$ cat config.mk
export PLATFORM = sky130hd
export DESIGN_NAME = posit_accum_sequencer_flat
export DESIGN_NICKNAME = d
export VERILOG_FILES = /design/src/rtl/posit_accum_sequencer_if.sv /design/src/rtl/posit_accum_sequencer.sv /design/src/flat_wrapper.sv
export SDC_FILE = /design/constraint.sdc
export NUM_CORES = 1
export LEC_CHECK = 0
export ABC_AREA = 0
export BUFFER_PORTS_ARGS = -buffer_cell sky130_fd_sc_hd__buf_2
export CORE_MARGIN = 2
export CORE_UTILIZATION = 52
export CTS_CLUSTER_SIZE = 24
export DETAILED_ROUTE_END_ITERATION = 16
export GPL_TIMING_DRIVEN = 0
export PLACE_DENSITY = 0.85
export SYNTH_ARGS = -nofsm -noshare
export SYNTH_HDL_FRONTEND = slang
export SYNTH_SLANG_ARGS = --single-unit
$ cat constraint.sdc
create_clock -name clk -period 3.49 [get_ports clk]
set_input_delay 0.698 -clock clk [delete_from_list [all_inputs] [get_ports clk]]
set_output_delay 0.698 -clock clk [all_outputs]
set_load 0.03 [all_outputs]
$ cat src/rtl/posit_accum_sequencer_if.sv
// Stream, accumulator-core and result signals between the posit accumulator
// sequencer (master) and its environment: producers, core and consumer (slave).
interface posit_accum_sequencer_if #(
  parameter int NBITS = 32,
  parameter int CNT_W = 8
);
  logic             s_valid;
  logic             s_ready;
  logic [NBITS-1:0] s_data;
  logic             s_last;
  logic [NBITS-1:0] acc_in;
  logic             acc_start;
  logic             acc_clear;
  logic [NBITS-1:0] acc_result;
  logic             acc_inf;
  logic             acc_zero;
  logic             acc_done;
  logic             m_valid;
  logic             m_ready;
  logic [NBITS-1:0] m_data;
  logic             m_inf;
  logic             m_zero;
  logic [CNT_W-1:0] m_count;

  modport master (
    input  s_valid, s_data, s_last, acc_result, acc_inf, acc_zero, acc_done, m_ready,
    output s_ready, acc_in, acc_start, acc_clear, m_valid, m_data, m_inf, m_zero, m_count
  );

  modport slave (
    output s_valid, s_data, s_last, acc_result, acc_inf, acc_zero, acc_done, m_ready,
    input  s_ready, acc_in, acc_start, acc_clear, m_valid, m_data, m_inf, m_zero, m_count
  );
endinterface

$ cat src/rtl/posit_accum_sequencer.sv
// Feeds a batch of posit terms to the accumulator core, spaced to its feedback
// loop distance, and returns the batch sum on a valid/ready output.
//
// state  | meaning
// IDLE   | no batch in progress, ready for the first term
// GAP    | term issued, waiting out the core loop-back distance
// ACCEPT | spacing satisfied, ready for the next term
// DRAIN  | last term issued, waiting for its done
// OUT    | batch sum presented until the consumer takes it
module posit_accum_sequencer #(
  parameter int NBITS   = 32,
  parameter int ACC_LAT = 4,
  parameter int CNT_W   = 8
) (
  input  logic                           clk,
  input  logic                           reset_n,
  posit_accum_sequencer_if.master        bus,
  output logic                           busy
);

  localparam int TW = $clog2(ACC_LAT) + 1;
  localparam logic [TW-1:0] TLOAD = TW'(ACC_LAT - 1);

  typedef enum logic [2:0] {IDLE, GAP, ACCEPT, DRAIN, OUT} state_t;

  state_t           state_q, state_d;
  logic [TW-1:0]    timer_q, timer_d;
  logic             first_q, first_d;
  logic [CNT_W-1:0] cnt_q, cnt_d;
  logic [NBITS-1:0] acc_in_q, acc_in_d;
  logic             acc_start_q, acc_start_d;
  logic             acc_clear_q, acc_clear_d;
  logic [NBITS-1:0] m_data_q, m_data_d;
  logic             m_inf_q, m_inf_d;
  logic             m_zero_q, m_zero_d;
  logic [CNT_W-1:0] m_count_q, m_count_d;
  logic             s_ready_c;
  logic             accept;

  always_ff @(posedge clk or negedge reset_n) begin
    if (!reset_n) begin
      state_q     <= IDLE;
      timer_q     <= '0;
      first_q     <= 1'b1;
      cnt_q       <= '0;
      acc_in_q    <= '0;
      acc_start_q <= 1'b0;
      acc_clear_q <= 1'b0;
      m_data_q    <= '0;
      m_inf_q     <= 1'b0;
      m_zero_q    <= 1'b0;
      m_count_q   <= '0;
    end else begin
      state_q     <= state_d;
      timer_q     <= timer_d;
      first_q     <= first_d;
      cnt_q       <= cnt_d;
      acc_in_q    <= acc_in_d;
      acc_start_q <= acc_start_d;
      acc_clear_q <= acc_clear_d;
      m_data_q    <= m_data_d;
      m_inf_q     <= m_inf_d;
      m_zero_q    <= m_zero_d;
      m_count_q   <= m_count_d;
    end
  end

  always_comb begin
    state_d     = state_q;
    timer_d     = timer_q;
    first_d     = first_q;
    cnt_d       = cnt_q;
    acc_in_d    = acc_in_q;
    acc_start_d = 1'b0;
    acc_clear_d = 1'b0;
    m_data_d    = m_data_q;
    m_inf_d     = m_inf_q;
    m_zero_d    = m_zero_q;
    m_count_d   = m_count_q;
    s_ready_c   = 1'b0;

    case (state_q)
      IDLE:   s_ready_c = 1'b1;
      GAP: begin
        if (timer_q != '0) timer_d = timer_q - 1'b1;
        if (timer_q == TW'(1)) state_d = ACCEPT;
      end
      ACCEPT: s_ready_c = 1'b1;
      DRAIN: begin
        // done is masked while the timer runs: the previous term's done lands here
        if (timer_q != '0) begin
          timer_d = timer_q - 1'b1;
        end else if (bus.acc_done) begin
          m_data_d  = bus.acc_result;
          m_inf_d   = bus.acc_inf;
          m_zero_d  = bus.acc_zero;
          m_count_d = cnt_q;
          state_d   = OUT;
        end
      end
      OUT: begin
        if (bus.m_ready) begin
          first_d = 1'b1;
          state_d = IDLE;
        end
      end
      default: state_d = IDLE;
    endcase

    accept = bus.s_valid & s_ready_c;
    if (accept) begin
      acc_in_d    = bus.s_data;
      acc_start_d = 1'b1;
      acc_clear_d = first_q;
      timer_d     = TLOAD;
      first_d     = 1'b0;
      cnt_d       = first_q ? CNT_W'(1) : ((&cnt_q) ? cnt_q : cnt_q + 1'b1);
      state_d     = bus.s_last ? DRAIN : GAP;
    end
  end

  assign bus.s_ready   = s_ready_c;
  assign bus.acc_in    = acc_in_q;
  assign bus.acc_start = acc_start_q;
  assign bus.acc_clear = acc_clear_q;
  assign bus.m_valid   = (state_q == OUT);
  assign bus.m_data    = m_data_q;
  assign bus.m_inf     = m_inf_q;
  assign bus.m_zero    = m_zero_q;
  assign bus.m_count   = m_count_q;
  assign busy          = (state_q != IDLE);

endmodule

$ cat src/flat_wrapper.sv
// flat-port wrapper written by rule: the top's interface ports become plain ports
module posit_accum_sequencer_flat 
#(
  parameter int NBITS   = 32,
  parameter int ACC_LAT = 4,
  parameter int CNT_W   = 8
)
  (clk, reset_n, busy, bus_s_valid, bus_s_data, bus_s_last, bus_acc_result, bus_acc_inf, bus_acc_zero, bus_acc_done, bus_m_ready, bus_s_ready, bus_acc_in, bus_acc_start, bus_acc_clear, bus_m_valid, bus_m_data, bus_m_inf, bus_m_zero, bus_m_count);
  posit_accum_sequencer_if #(.NBITS(NBITS), .CNT_W(CNT_W)) bus_i ();
  input  logic clk;
  input  logic reset_n;
  output logic busy;
  input wire logic [$bits(bus_i.s_valid)-1:0] bus_s_valid;
  input wire logic [$bits(bus_i.s_data)-1:0] bus_s_data;
  input wire logic [$bits(bus_i.s_last)-1:0] bus_s_last;
  input wire logic [$bits(bus_i.acc_result)-1:0] bus_acc_result;
  input wire logic [$bits(bus_i.acc_inf)-1:0] bus_acc_inf;
  input wire logic [$bits(bus_i.acc_zero)-1:0] bus_acc_zero;
  input wire logic [$bits(bus_i.acc_done)-1:0] bus_acc_done;
  input wire logic [$bits(bus_i.m_ready)-1:0] bus_m_ready;
  output wire logic [$bits(bus_i.s_ready)-1:0] bus_s_ready;
  output wire logic [$bits(bus_i.acc_in)-1:0] bus_acc_in;
  output wire logic [$bits(bus_i.acc_start)-1:0] bus_acc_start;
  output wire logic [$bits(bus_i.acc_clear)-1:0] bus_acc_clear;
  output wire logic [$bits(bus_i.m_valid)-1:0] bus_m_valid;
  output wire logic [$bits(bus_i.m_data)-1:0] bus_m_data;
  output wire logic [$bits(bus_i.m_inf)-1:0] bus_m_inf;
  output wire logic [$bits(bus_i.m_zero)-1:0] bus_m_zero;
  output wire logic [$bits(bus_i.m_count)-1:0] bus_m_count;
  assign bus_i.s_valid = bus_s_valid;
  assign bus_i.s_data = bus_s_data;
  assign bus_i.s_last = bus_s_last;
  assign bus_i.acc_result = bus_acc_result;
  assign bus_i.acc_inf = bus_acc_inf;
  assign bus_i.acc_zero = bus_acc_zero;
  assign bus_i.acc_done = bus_acc_done;
  assign bus_i.m_ready = bus_m_ready;
  assign bus_s_ready = bus_i.s_ready;
  assign bus_acc_in = bus_i.acc_in;
  assign bus_acc_start = bus_i.acc_start;
  assign bus_acc_clear = bus_i.acc_clear;
  assign bus_m_valid = bus_i.m_valid;
  assign bus_m_data = bus_i.m_data;
  assign bus_m_inf = bus_i.m_inf;
  assign bus_m_zero = bus_i.m_zero;
  assign bus_m_count = bus_i.m_count;
  posit_accum_sequencer #(.NBITS(NBITS), .ACC_LAT(ACC_LAT), .CNT_W(CNT_W)) u_core (.clk(clk), .reset_n(reset_n), .bus(bus_i), .busy(busy));
endmodule
# Word-level counts from Yosys, hierarchy flattened
# Index checks and enable logic that the tools add are counted.
# Widths: inputs -> output; s select.
dict set report word_totals {
  reg_bits 91
  wordCells 59
  input_bits 72
  out_inout_bits 79
}
dict set report op_classes {
  addsub 2
  eq_ne 11
  n_reduce_logical 15
  bitwise_logic 2
  mux 18
}
# cell n
set op_table {}
lappend op_table {{$mux 3} 8}
lappend op_table {{$mux 8} 2}
lappend op_table {{$pmux 3 s4} 1}
lappend op_table {{$ne 3x2->1 const B} 3}
lappend op_table {{$add 8x1->8 const B} 1}
lappend op_table {{$reduce_and 8->1} 1}
lappend op_table {{$reduce_bool 2->1} 4}
lappend op_table {{$eq 3x1->1 const B} 2}
lappend op_table {{$eq 3x2->1 const B} 2}
lappend op_table {{$mux 1} 6}
lappend op_table {{$reduce_and 2->1} 3}
lappend op_table {{$reduce_bool 3->1} 2}
lappend op_table {{$reduce_and 5->1} 1}
lappend op_table {{$ne 2x1->1 const B} 2}
lappend op_table {{$reduce_or 2->1} 2}
lappend op_table {{$eq 3x3->1 const B} 1}
lappend op_table {{$logic_not 3->1} 1}
lappend op_table {{$ne 3x1->1 const B} 1}
lappend op_table {{$reduce_and 3->1} 1}
lappend op_table {{$sub 3x1->3 const B} 1}
lappend op_table {{$mux 2} 1}
lappend op_table {{$and 1x1->1} 1}
lappend op_table {{$not 1->1} 1}

# Depth between registers and ports, before layout
dict set report logic_depth {
  word_depth 6
  depth_mapped 7
  mapped_depth_nobuf 6
}

# Worst setup path after synthesis
# No wires, ideal clock.
dict set report synth_path {
  kind {flip-flop to output port}
  start {register u_core.state_q[0]}
  end {output port bus_m_valid}
  setup_slack_ns 1.429
  arrival_ns 1.363
  t_required_ns 2.792
  stages_incl_launch_ff 3
  n_path_buf 1
  cell_sequence {dfrtp_1 > buf_2 > nor3b_1}
}
dict set report synth_between {
  elab_chain_len 1
}
# element line
set synth_rtl {}
lappend synth_rtl {{start, declared} posit_accum_sequencer.sv:26} ;# state_t state_q, state_d;
lappend synth_rtl {{start signal, assigned} posit_accum_sequencer.sv:54} ;# state_q <= state_d;
lappend synth_rtl {{$eq 3x3->1} posit_accum_sequencer.sv:126} ;# assign bus.m_valid = (state_q == OUT);
lappend synth_rtl {{end, declared} flat_wrapper.sv:25} ;# output wire logic [$bits(bus_i.m_valid)-1:0] bus_m_valid;
# No other way between the ends.

# Worst setup path after layout
# Same ends and word-level chain as after synthesis.

==> flow_metrics.py <==
metrics = {
    "synth": {
        "syn_area_sq_mm": 0.00376,
        "synth_fp_nets": 404,
        "async_flop_share": 1.00,
        "synth_seq_cells": 91,
        "synthTopCellsByArea": "dfrtp_1 (60%), mux2_2 (13%), nand2_1 (10%)",
        "yosysWarnings": 0,
        "syn_avg_cell_area_sq_um": 11.5,
        "synthDominantCellAreaShare": 0.598,
        "yosys.area.top_type": "dfrtp_1",
        "synth_edf_count": 0,
        "synth_cell_types": 40,
        "synthTopCellsByCount": "nand2_1 (102), dfrtp_1 (90), mux2_2 (43)",
        "syn_inst": 328,
        "synth_most_common_cell": "nand2_1",
        "synth_flop_cell": "dfrtp_1",
        "seq_area_frac_synth": 0.605,
    },
    "global_routing": {
        "grt_pass1_vias": 2759,
        "grt_overflow": 0,
        "grt_antenna_before_repair": 0,
        "grt_max_degree": 53,
        "grt_pass1_wl_mm": 12.3,
        "track_usage": 0.200,
    },
    "clock_network": {
        "clock_path_buffers": 2,
        "cts_setup_buffers": 0,
        "clock_latency_ns": 0.35,
        "cts_made_buffers": 9,
        "cts_sinks": 91,
        "cts_tree": "done",
        "clk_pin_slew_worst_paths_ns": 0.09,
        "hold_buffers": 0,
        "cts-resized-gates": 0,
        "htreeDepth": 3,
        "cts_root_buf": "clkbuf_8",
    },
    "timing": {
        "fmax_mhz": 455,
        "final_hold_viol_count": 0,
        "fin_crit_sh": 0.629,
        "tns_ns": 0,
        "fin_ws_ns": 1.29,
        "slew_headroom": 0.653,
        "rsz0062_at_grt": "no",
        "skew_ns": 0.00965,
        "drv_slew": 0,
        "setup_viol": 0,
        "worst_slew_pin_slew_ns": 0.520,
        "post-route-min-period_ns": 2.20,
    },
    "min_path": {
        "min_path_type": "in -> async",
    },
    "final_layout": {
        "area_delta_synth_final_pct": 30.0,
        "drive_gt1_frac": 0.469,
        "layout.cells.non_filler": 594,
        "nNetsFinal": 566,
        "diodes": 0,
        "n_fill_cell": 571,
        "final_util": 0.686,
    },
    "run": {
        "maxCapViolCount": 0,
    },
    "setup_path": {
        "arrival_ns": 1.50,
        "cp_common_cell": "buf_2",
        "cp.required_ns": 2.79,
        "slowest_stage": "dfrtp_1",
        "rrSetupSlack_ns": 1.42,
        "start_kind": "flip-flop",
        "critPathMaxFanout": 10,
        "critPathKind": "reg -> out",
        "cpPeakStageDelay_ns": 0.38,
        "crit_buf_inv": 2,
        "cp-end-kind": "output pin",
        "crit_family": "buffers and inverters",
        "crit_chain": "buf_2, nor3b_1, buf_2",
    },
    "route": {
        "dr.pass1.iters": 4,
        "wl_met2_mm": 3.85,
        "vias": 2948,
        "highest_layer": "met4",
        "met1_length_mm": 3.32,
        "dr_wl_met3_microns": 647,
        "vias_per_cell": 4.96,
        "drc_errors": 0,
        "drt_iter0_drc": 71,
        "wl_mm": 7.92,
        "ant_nets": 0,
        "wl_per_cell_microns": 13.3,
    },
    "placement": {
        "gp_congestion": 0.744,
        "dp_hpwl_mm": 5.98,
        "io_buffers": 150,
        "dp_worst_setup_slack_ns": 1.42,
        "dp.cells": 578,
    },
    "power": {
        "p_leak_nw": 2.72,
        "ir_drop_v": 0.000496,
        "power_w": 0.00431,
        "powerDensity_mw_per_mm2": 880,
    },
    "die": {
        "die_x_microns": 89.1,
        "rows": 31,
        "initial_core_util": 0.528,
        "die_area_sq_mm": 0.00794,
        "die_y_microns": 89.1,
        "core-area_sq_mm": 0.00714,
        "ios": 151,
    },
    "outcome": {
        "outcome": "complete, no violations",
    },
}
==> cells by family after synthesis <==
logic type,after synthesis,synth area share
and+or+nand+nor,134,0.150
adders and majority gates,4,0.0133
AOI/OAI and AO/OA,31,0.0535
muxes,45,0.134
DFF,91,0.605
buffers and inverters,23,0.0445
==> path summary, 6_finish.rpt <==
kind / from / depth (start not counted) / endpoint
max reg2reg: u_core.timer_q[1]$_DFFE_PN0P_ / 7 / u_core.bus.m_count[2]$_DFFE_PN0P_
max: u_core.state_q[0]$_DFFE_PN0P_ / 3 / bus_m_valid
min reg2reg: u_core.bus.acc_in[16]$_DFFE_PN0P_ / 2 / u_core.bus.acc_in[16]$_DFFE_PN0P_
min in group clk: u_core.bus.acc_in[16]$_DFFE_PN0P_ / 2 / u_core.bus.acc_in[16]$_DFFE_PN0P_
min: reset_n / 1 / u_core.bus.m_data[1]$_DFFE_PN0P_
max in group asynchronous: reset_n / 2 / u_core.first_q$_DFFE_PN1P_
==> through the flow <==
step	instance area [sq um]	hold WS (ns)
finish	4900	0.310
global route	4900	0.341
CTS	4900	0.325
detailed placement	4670	0.457
global placement	4640	0.454
floorplan	3760	0.402
==> power by group <==
| group | switching [W] | internal (W) |
|---|---|---|
| Sequential | 0.000223 | 0.00143 |
| Combinational | 0.00124 | 0.000626 |
| Clock | 0.000357 | 0.000427 |
==> routing by layer <==
metal	global-route usage	vias up
li1	-	1419
met5	0	-
met1	0.236	1411
met4	0.0692	0
met2	0.352	109
met3	0.0563	9
==> area by class of cell <==
type / instances / area [sq um] / share of cell area
buffer: 18 / 149 / 0.0304
multi-input combinational: 214 / 1320 / 0.269
sequential: 91 / 2280 / 0.465
clock inverter: 5 / 85.1 / 0.0174
inverter: 5 / 18.8 / 0.00383
tap: 99 / 124 / 0.0253
timing repair buffer: 151 / 781 / 0.159
clock buffer: 11 / 141 / 0.0289
==> registers in the layout, summed over array words and instances, names as in the netlist <==
name and count:
u_core.bus.m_zero 1, u_core.timer_q 3, u_core.bus.acc_in 32, u_core.bus.m_count 8
u_core.bus.m_inf 1, u_core.first_q 1, u_core.cnt_q 8, u_core.bus.m_data 32
u_core.state_q 3, u_core.bus.acc_start 1, u_core.bus.acc_clear 1
==> cell usage in the layout, fill, tap and decap left out, types with 2 or more instances in the layout <==
cell type and n:
and3_1 3, clkbuf_1 2, mux2_2 43, mux2i_1 2, o21ai_0 7, nor2_1 9
or3_1 2, a21oi_1 12, inv_1 4, a31o_2 3, buf_2 154, nand3_1 4
clkbuf_8 10, dfrtp_1 90, bufinv_16 2, nand2_1 102, buf_6 9, nand3b_1 2
nor3_1 2, buf_4 3, ha_1 4, nor2b_1 2
(Power assumes the default switching activity.)
